===== src/rtl/approx_mac_acc.sv =====
// Streaming signed accumulator for approximate multiplier products, emitting per-vector sums.
// Define APPROX_MAC_SAT_EN to saturate on overflow instead of wrapping modulo 2^ACC_W.
module approx_mac_acc #(
   parameter int ACC_W     = 40,
   parameter int MAX_TERMS = 256,
   parameter int CNT_W     = $clog2(MAX_TERMS + 1)
) (
   input  logic             clk,
   input  logic             rst,
   input  logic             in_valid,
   output logic             in_ready,
   input  logic [31:0]      in_data,
   input  logic             in_last,
   output logic             out_valid,
   input  logic             out_ready,
   output logic [ACC_W-1:0] out_sum,
   output logic [CNT_W-1:0] out_count,
   output logic             out_ovf
);

   typedef enum logic {EMPTY, ACCUM} state_t;

   localparam logic [CNT_W-1:0] MAX_CNT = CNT_W'(MAX_TERMS);
`ifdef APPROX_MAC_SAT_EN
   localparam logic [ACC_W-1:0] SAT_MAX = {1'b0, {(ACC_W-1){1'b1}}};
   localparam logic [ACC_W-1:0] SAT_MIN = {1'b1, {(ACC_W-1){1'b0}}};
`endif

   state_t           state, state_n;
   logic [ACC_W-1:0] acc, acc_n;
   logic [CNT_W-1:0] cnt, cnt_d;
   logic             ovf, ovf_d;

   logic             accept;
   logic             flush;
   logic [ACC_W-1:0] base;
   logic [ACC_W:0]   sum_wide;
   logic [ACC_W-1:0] sum_res;
   logic             ovf_beat;
   logic [CNT_W-1:0] cnt_n;
   logic             ovf_n;

   assign in_ready = ~out_valid | out_ready;
   assign accept   = in_valid & in_ready;

   // One extra bit of headroom lets the top two bits reveal a signed overflow.
   always_comb begin
      base     = (state == EMPTY) ? '0 : acc;
      sum_wide = {base[ACC_W-1], base} + {{(ACC_W-31){in_data[31]}}, in_data};
      ovf_beat = sum_wide[ACC_W] ^ sum_wide[ACC_W-1];
      cnt_n    = ((state == EMPTY) ? '0 : cnt) + CNT_W'(1);
      ovf_n    = ((state == EMPTY) ? 1'b0 : ovf) | ovf_beat;
      flush    = accept & (in_last | (cnt_n == MAX_CNT));
      sum_res  = sum_wide[ACC_W-1:0];
`ifdef APPROX_MAC_SAT_EN
      if (ovf_beat) begin
         sum_res = sum_wide[ACC_W] ? SAT_MIN : SAT_MAX;
      end
`endif
   end

   always_comb begin
      state_n = state;
      acc_n   = acc;
      cnt_d   = cnt;
      ovf_d   = ovf;
      if (flush) begin
         state_n = EMPTY;
         acc_n   = '0;
         cnt_d   = '0;
         ovf_d   = 1'b0;
      end else if (accept) begin
         state_n = ACCUM;
         acc_n   = sum_res;
         cnt_d   = cnt_n;
         ovf_d   = ovf_n;
      end
   end

   always_ff @(posedge clk or posedge rst) begin
      if (rst) begin
         state <= EMPTY;
         acc   <= '0;
         cnt   <= '0;
         ovf   <= 1'b0;
      end else begin
         state <= state_n;
         acc   <= acc_n;
         cnt   <= cnt_d;
         ovf   <= ovf_d;
      end
   end

   // A flush in the same cycle as a consume overwrites the old result, so out_valid never bubbles.
   always_ff @(posedge clk or posedge rst) begin
      if (rst) begin
         out_valid <= 1'b0;
         out_sum   <= '0;
         out_count <= '0;
         out_ovf   <= 1'b0;
      end else if (flush) begin
         out_valid <= 1'b1;
         out_sum   <= sum_res;
         out_count <= cnt_n;
         out_ovf   <= ovf_n;
      end else if (out_ready) begin
         out_valid <= 1'b0;
      end
   end

endmodule


===== config.mk =====
export PLATFORM = sky130hd
export DESIGN_NAME = approx_mac_acc
export DESIGN_NICKNAME = d
export VERILOG_FILES = /design/src/rtl/approx_mac_acc.sv
export SDC_FILE = /design/constraint.sdc
export NUM_CORES = 1
export LEC_CHECK = 0
export BUFFER_PORTS_ARGS = -buffer_cell sky130_fd_sc_hd__buf_2
export CORE_ASPECT_RATIO = 1.2
export CORE_MARGIN = 10
export CORE_UTILIZATION = 36
export CTS_BUF_LIST = sky130_fd_sc_hd__clkbuf_8
export CTS_CLUSTER_SIZE = 40
export DETAILED_ROUTE_END_ITERATION = 10
export PLACE_DENSITY_LB_ADDON = 0.1
export SYNTH_ARGS = -nofsm -noshare
export SYNTH_HDL_FRONTEND = slang
export SYNTH_SLANG_ARGS = --single-unit

===== constraint.sdc =====
create_clock -name clk -period 3.4 [get_ports clk]
set_clock_uncertainty 0.1 [all_clocks]
set_input_delay 0.17 -clock clk [delete_from_list [all_inputs] [get_ports clk]]
set_output_delay 0.17 -clock clk [all_outputs]
set_load 0.01 [all_outputs]

==> impl_metrics.env, run 1 <==
export IMPL_status="finished clean"
export IMPL_crit_fanout=11
export IMPL_worstPathArrival_ns=3.45
export IMPL_worst_pin_slew_ns=0.829
export IMPL_io_pins=89
export IMPL_synth_ff_type="dfrtp_1"
export IMPL_grt_util_all_layers=0.161
export IMPL_p_sw_frac=0.374
export IMPL_syn_num_nets=843
export IMPL_first_pass_iters=5
export IMPL_max_stage_delay_ns=0.46
export IMPL_syn_to_final_growth_pct=15.7
export IMPL_netlist_instances=763
export IMPL_grt_start_max_net_pins=69
export IMPL_place_hpwl_mm=14.6
export IMPL_top_usage_layer="met2"
export IMPL_place_congestion=0.892
export IMPL_coreArea_um2=18200
export IMPL_p_clk_frac=0.224
export IMPL_drt_iter0_drc=322
export IMPL_ff_latch_area_um2=2550
export IMPL_hold_depth=3
export IMPL_cts_sinks=102
export IMPL_seqPwrFrac=0.420
export IMPL_postLayoutCoreUtil=0.424
export IMPL_h_tree_depth=3
export IMPL_rrSetupSlack_ns=0.13
export IMPL_syn_area_per_cell_um2=8.76
export IMPL_post_cts_buffers=0
export IMPL_finalNonFillerCells=1082
export IMPL_holdWs_ns=0.0284
export IMPL_finalNetCount=933
export IMPL_via_per_inst=5.37
export IMPL_fp_dieH_um=169
export IMPL_postRouteAntennaNets=0
export IMPL_synth_warnings=0
export IMPL_cts_tree="yes"
export IMPL_rows=54
export IMPL_ys_seq_area_frac=0.382
export IMPL_slew_viol_final=0
export IMPL_worstSkewPairLatency_ns=0.40
export IMPL_synth_edf_count=0
export IMPL_worstPathRequired_ns=3.58
export IMPL_ys_types=61
export IMPL_hp_class="input port to flop"
export IMPL_crit_slowest_cell="dfrtp_2"
export IMPL_die_w_um=144
export IMPL_crit_buf_inv=1
export IMPL_finalSetupViolations=0
export IMPL_place_ws_ns=0.0940
export IMPL_drc_errors=0
export IMPL_r2r_start="state$_DFFE_PP0P_"
export IMPL_crit_type="flop to flop"
export IMPL_period_share=0.962
export IMPL_switchingPower_mw=1.40
export IMPL_clock_fmax_mhz=306
export IMPL_maxCapViolations=0
export IMPL_hold_end="out_valid$_DFFE_PP0P_"
export IMPL_die_area_um2=24500
export IMPL_internal_power_mw=2.34
export IMPL_diodes=0
export IMPL_fillers=1879
export IMPL_synth_seq_cells=102
export IMPL_placed_cells=1064
export IMPL_finalPower_mw=3.74
export IMPL_multi_input_area_um2=3970
export IMPL_min_period_ns=3.27
export IMPL_crit_family="compound AO/OA/AOI/OAI gates"
export IMPL_leakage_nw=3.76
export IMPL_power_density_nw_per_um2=483
export IMPL_startpoint_type="flop"
export IMPL_async_flop_share=1.00
export IMPL_vias=5813
export IMPL_drt_total_wl_mm=19.2
export IMPL_initial_utilization=0.367
export IMPL_overflow=0
export IMPL_port_buffers=88
export IMPL_cts_buffer_depth=2
export IMPL_ir_drop_uv=212
export IMPL_final_hold_violation_count=0
export IMPL_grt_pass1_wl_mm=31.6
export IMPL_path_cells="buf_4 > and2_1 > ha_2 > nand3_1 > nor2_2 > a21oi_2 > o21ai_2 > nand4_1 > a32o_2 > o31ai_4 > xor2_1 > mux2_2"
export IMPL_grtUsageMet2=0.274
export IMPL_rr_endpoint="out_sum[39]$_DFFE_PP0P_"
export IMPL_syn_area_um2=6690
export IMPL_pwr_share_comb=0.356
export IMPL_clkTransAtPathRegs_ns=0.11
export IMPL_hold_path_startpoint="out_ready"
export IMPL_root_buffer="clkbuf_8"
export IMPL_cts_buffers_inserted=9
export IMPL_setup_slack_ns=0.129
export IMPL_first_global_vias=6004
export IMPL_met1_usage=0.199
export IMPL_relSlewSlack=0.447
export IMPL_drive_above_1_share=0.205
export IMPL_use_met3=0.0263
export IMPL_wl_per_cell_um=17.8
export IMPL_antenna_found_initial=0
export IMPL_cp_end_kind="flop"
export IMPL_reg2reg_depth=12
## cell type report
type	instances	area share
multi-input cells	613	0.513
clock buffers	9	0.0160
well taps	224	0.0362
flip-flops and latches	102	0.330
inverters	11	0.00566
clock inverters	7	0.0105
repair buffers	116	0.0885
## power by group through the flow
stage               Sequential, mW  Clock [mW]  Combinational, mW
floorplan                     1.64           0              0.803
global placement              1.59           0               1.32
detailed placement            1.59           0               1.33
CTS                           1.57       0.867               1.34
global route                  1.60       0.917               1.49
finish                        1.57       0.838               1.33
## state kept, by name, summed over array words and instances (netlist names)
| signal | flops |
|---|---|
| out_sum | 40 |
| out_valid | 1 |
| acc | 40 |
| state | 1 |
| cnt | 9 |
| ovf | 1 |
| out_count | 9 |
| out_ovf | 1 |
## cells in the final DEF, fill, tap and decap left out, drive strengths merged, types with 6 or more instances in the layout
master | synthesis | routed
nand2 | 168 | 168
buf | 19 | 114
dfrtp | 102 | 102
o21ai | 61 | 61
a21oi | 59 | 59
and2 | 46 | 46
ha | 42 | 42
xnor2 | 28 | 28
nor2 | 24 | 24
a21o | 22 | 22
xor2 | 21 | 21
nand3 | 20 | 20
o31ai | 19 | 19
a22o | 18 | 18
inv | 11 | 13
clkbuf | 18 | 9
a31oi | 8 | 8
nand2b | 7 | 7
o211ai | 7 | 7
mux2 | 7 | 7
nand4 | 6 | 6
## tightest hold or removal path, delay by kind of cell
kind,cells,cell delay (ns)
AND/OR/NAND/NOR,2,0.23
buffers and inverters,1,0.07
## through the flow
step / cell area, um2 / setup TNS [ns]
4_1_cts: 7660 / 0
3_3_place_gp: 7430 / 0
6_report: 7740 / 0
5_1_grt: 7740 / -0.235
3_5_place_dp: 7430 / 0
2_1_floorplan: 6690 / 0
## cells by family after synthesis
| logic type | count (synthesis) | synth area share |
|---|---|---|
| flops | 102 | 0.382 |
| fa+ha+maj | 43 | 0.0816 |
| simple gates | 289 | 0.201 |
| mux | 7 | 0.0118 |
| compound gates | 225 | 0.224 |
| xor+xnor | 49 | 0.0642 |
| buf+inv | 48 | 0.0359 |
## Yosys cell counts (2+ instances only)
library cell  number  area [um2]
nor4_1             2        12.5
dfrtp_1          102        2550
nand2b_1           7        43.8
nor3_2             2        20.0
ha_1              42         526
nand2_1          166         623
o211ai_1           7        52.6
buf_6              6        67.6
a31oi_4            2        42.5
a211oi_1           5        37.5
buf_1              2        7.51
a21o_1            22         165
nor2_1            22        82.6
a22o_1            18         158
a31oi_1            6        37.5
a21oi_2            2        17.5
xor2_1            21         184
and4_1             2        17.5
nand4_1            6        37.5
o22ai_1            2        12.5
a221oi_2           2        30.0
inv_1             11        41.3
mux2_2             7        78.8
o21ai_2            2        17.5
o21bai_1           5        37.5
o21ai_1           23         115
and2_1            46         288
clkbuf_1          17        63.8
nor3_1             3        15.0
buf_2             11        55.1
and3_1             4        25.0
nand3_1           19        95.1
a21oi_1           57         285
o31a_1             2        17.5
o31ai_1           17         128
xnor2_1           28         245
o21ai_0           36         180
o21a_1             5        37.5
a31o_2             2        17.5
## per-layer routing
metal / share of wire / wire length [um] / up-vias
met5: 0 / 0 / -
met4: 0.019 / 361 / 0
met3: 0.045 / 863 / 21
met2: 0.50 / 9600 / 131
met1: 0.44 / 8390 / 2805
li1: - / - / 2856
## how the worst max path moves through the flow
stage                                 start                       to  slack (ns)  depth (start not counted)
after global routing      state$_DFFE_PP0P_  out_sum[29]$_DFFE_PP0P_       -0.05                         12
final                     state$_DFFE_PP0P_  out_sum[39]$_DFFE_PP0P_        0.13                         12
after CTS                 state$_DFFE_PP0P_  out_sum[38]$_DFFE_PP0P_        0.04                         12
after global placement    state$_DFFE_PP0P_  out_sum[39]$_DFFE_PP0P_        0.11                         12
after floorplan           state$_DFFE_PP0P_  out_sum[36]$_DFFE_PP0P_        0.15                         14
after detailed placement  state$_DFFE_PP0P_  out_sum[38]$_DFFE_PP0P_        0.09                         12
## what timing repair did
item                                    in CTS  in global routing
endpoints found under the setup margin       0                 59
resized for setup                            0                 18
hold endpoints to repair                    69                  0
hold buffers                                 2                  0
Note: power is estimated with default switching activity, not from simulation.
==> run 2: changes to the inputs <==
--- a/config.mk
+++ b/config.mk
@@ -5,7 +5,7 @@
 export SDC_FILE = /design/constraint.sdc
 export NUM_CORES = 1
 export LEC_CHECK = 0
-export BUFFER_PORTS_ARGS = -buffer_cell sky130_fd_sc_hd__buf_2
+export BUFFER_PORTS_ARGS = -buffer_cell sky130_fd_sc_hd__buf_4
 export CORE_ASPECT_RATIO = 1.2
 export CORE_MARGIN = 10
 export CORE_UTILIZATION = 36
==> impl_metrics.env, run 2 (same netlist as run 1, synthesis figures left out) <==
export IMPL_cts_tree="yes"
export IMPL_ff_latch_area_um2=2550
export IMPL_multi_input_area_um2=4020
export IMPL_fillers=1862
export IMPL_crit_start="state$_DFFE_PP0P_"
export IMPL_drive_above_1_share=0.215
export IMPL_initial_utilization=0.367
export IMPL_via_per_inst=5.38
export IMPL_overflow=0
export IMPL_max_stage_delay_ns=0.46
export IMPL_layout_common_cells="nand2_1 (164), buf_4 (112), dfrtp_1 (101), a21oi_1 (53), and2_1 (45)"
export IMPL_vias=5839
export IMPL_io_pins=89
export IMPL_first_pass_iters=7
export IMPL_rr_endpoint="out_sum[39]$_DFFE_PP0P_"
export IMPL_syn_to_final_growth_pct=20.6
export IMPL_setup_slack_ns=0.140
export IMPL_crit_fanout=34
export IMPL_grt_util_all_layers=0.165
export IMPL_cts_buffer_depth=2
export IMPL_finalSetupViolations=0
export IMPL_h_tree_depth=3
export IMPL_rrSetupSlack_ns=0.14
export IMPL_port_buffers=88
export IMPL_final_hold_violation_count=0
export IMPL_die_w_um=144
export IMPL_relSlewSlack=0.454
export IMPL_worstSkewPairLatency_ns=0.39
export IMPL_fp_dieH_um=169
export IMPL_reg_top3="acc (40), out_sum (40)"
export IMPL_tns_ns=0
export IMPL_period_share=0.959
export IMPL_drt_total_wl_mm=20.0
export IMPL_die_area_um2=24500
export IMPL_first_global_vias=5980
export IMPL_cts_buffers_inserted=9
export IMPL_holdWs_ns=0.0645
export IMPL_final_common_cell="nand2_1"
export IMPL_crit_type="flop to flop"
export IMPL_drc_errors=0
export IMPL_status="finished clean"
export IMPL_r2r_start="state$_DFFE_PP0P_"
export IMPL_finalPower_mw=3.84
export IMPL_root_buffer="clkbuf_8"
export IMPL_wl_per_cell_um=18.4
export IMPL_worstPathArrival_ns=3.44
export IMPL_min_period_ns=3.26
export IMPL_worst_pin_slew_ns=0.819
export IMPL_leakage_nw=3.85
export IMPL_rows=54
export IMPL_endpoint="out_sum[39]$_DFFE_PP0P_"
export IMPL_slew_viol_final=0
export IMPL_antenna_found_initial=0
export IMPL_crit_slowest_cell="dfrtp_2"
export IMPL_drt_iter0_drc=359
export IMPL_ir_drop_uv=197
export IMPL_power_density_nw_per_um2=476
export IMPL_finalNetCount=937
export IMPL_diodes=0
export IMPL_hp_class="input port to flop"
export IMPL_cp_end_kind="flop"
export IMPL_cts_sinks=102
export IMPL_place_congestion=0.882
export IMPL_grt_pass1_wl_mm=32.4
export IMPL_clkTransAtPathRegs_ns=0.11
export IMPL_startpoint_type="flop"
export IMPL_reg2reg_depth=13
export IMPL_clock_fmax_mhz=307
export IMPL_finalNonFillerCells=1086
export IMPL_coreArea_um2=18200
export IMPL_worstPathRequired_ns=3.58
export IMPL_maxCapViolations=0
export IMPL_place_ws_ns=-0.126
export IMPL_placed_cells=1061
export IMPL_path_cells="buf_12 > and2_1 > ha_1 > a21oi_2 > buf_4 > nand2_1 > nand3_1 > o21ai_2 > nand4_1 > a32o_2 > o31ai_4 > xor2_2 > mux2_2"
export IMPL_grt_start_max_net_pins=62
export IMPL_place_hpwl_mm=14.7
export IMPL_postRouteAntennaNets=0
[run 2: worst min path at each step]
stage | startpoint | depth (start not counted) | endpoint
floorplan | in_last | 1 | cnt[7]$_DFFE_PP0P_
detailed placement | rst | 2 | out_sum[31]$_DFFE_PP0P_
global placement | rst | 2 | out_sum[38]$_DFFE_PP0P_
global route | in_data[0] | 4 | out_sum[0]$_DFFE_PP0P_
finish | in_data[0] | 4 | out_sum[0]$_DFFE_PP0P_
CTS | in_data[0] | 4 | out_sum[0]$_DFFE_PP0P_
[run 2: cell type report]
| type | instances | area share |
|---|---|---|
| timing repair buffer | 120 | 0.120 |
| tap | 224 | 0.0348 |
| clock buffer | 11 | 0.0188 |
| sequential | 102 | 0.317 |
| multi-input combinational | 613 | 0.499 |
| inverter | 11 | 0.00543 |
| clock inverter | 5 | 0.00590 |
[run 2: worst max-delay path, delay by kind of cell (launching register included)]
family,cells,cell delay [ns]
AND/OR/NAND/NOR,4,0.48
XOR/XNOR,1,0.14
buffers and inverters,2,0.34
flip-flops,1,0.46
adder cells (fa/ha/maj),1,0.39
multiplexers,1,0.28
AO/OA/AOI/OAI,4,0.94
[run 2: power by group]
group | switching (mW) | internal (mW) | leakage (nW) | total, mW
clock network | 0.495 | 0.322 | 0.100 | 0.817
registers | 0.126 | 1.44 | 1.31 | 1.57
logic | 0.799 | 0.650 | 2.44 | 1.45
[run 2: per-stage QoR]
step                 util  instance area [um2]
finish              0.442                 8060
global route        0.442                 8060
CTS                 0.434                 7920
detailed placement  0.420                 7660
global placement    0.420                 7660
floorplan               -                 6690
[run 2: repair_timing]
item | in CTS | in global routing
pin swaps | 1 | 8
gates resized for setup | 5 | 25
gates cloned | 0 | 0
hold buffers | 3 | 0
hold endpoints to repair | 64 | 0
setup buffers | 1 | 5
endpoints found under the setup margin | 8 | 57
[run 2: per-layer routing]
layer	part of all wire	vias up	GRT usage
li1	-	2868	-
met1	0.44	2846	0.200
met2	0.50	105	0.289
met3	0.045	20	0.0336
met4	0.014	0	0.0458
met5	0	-	0
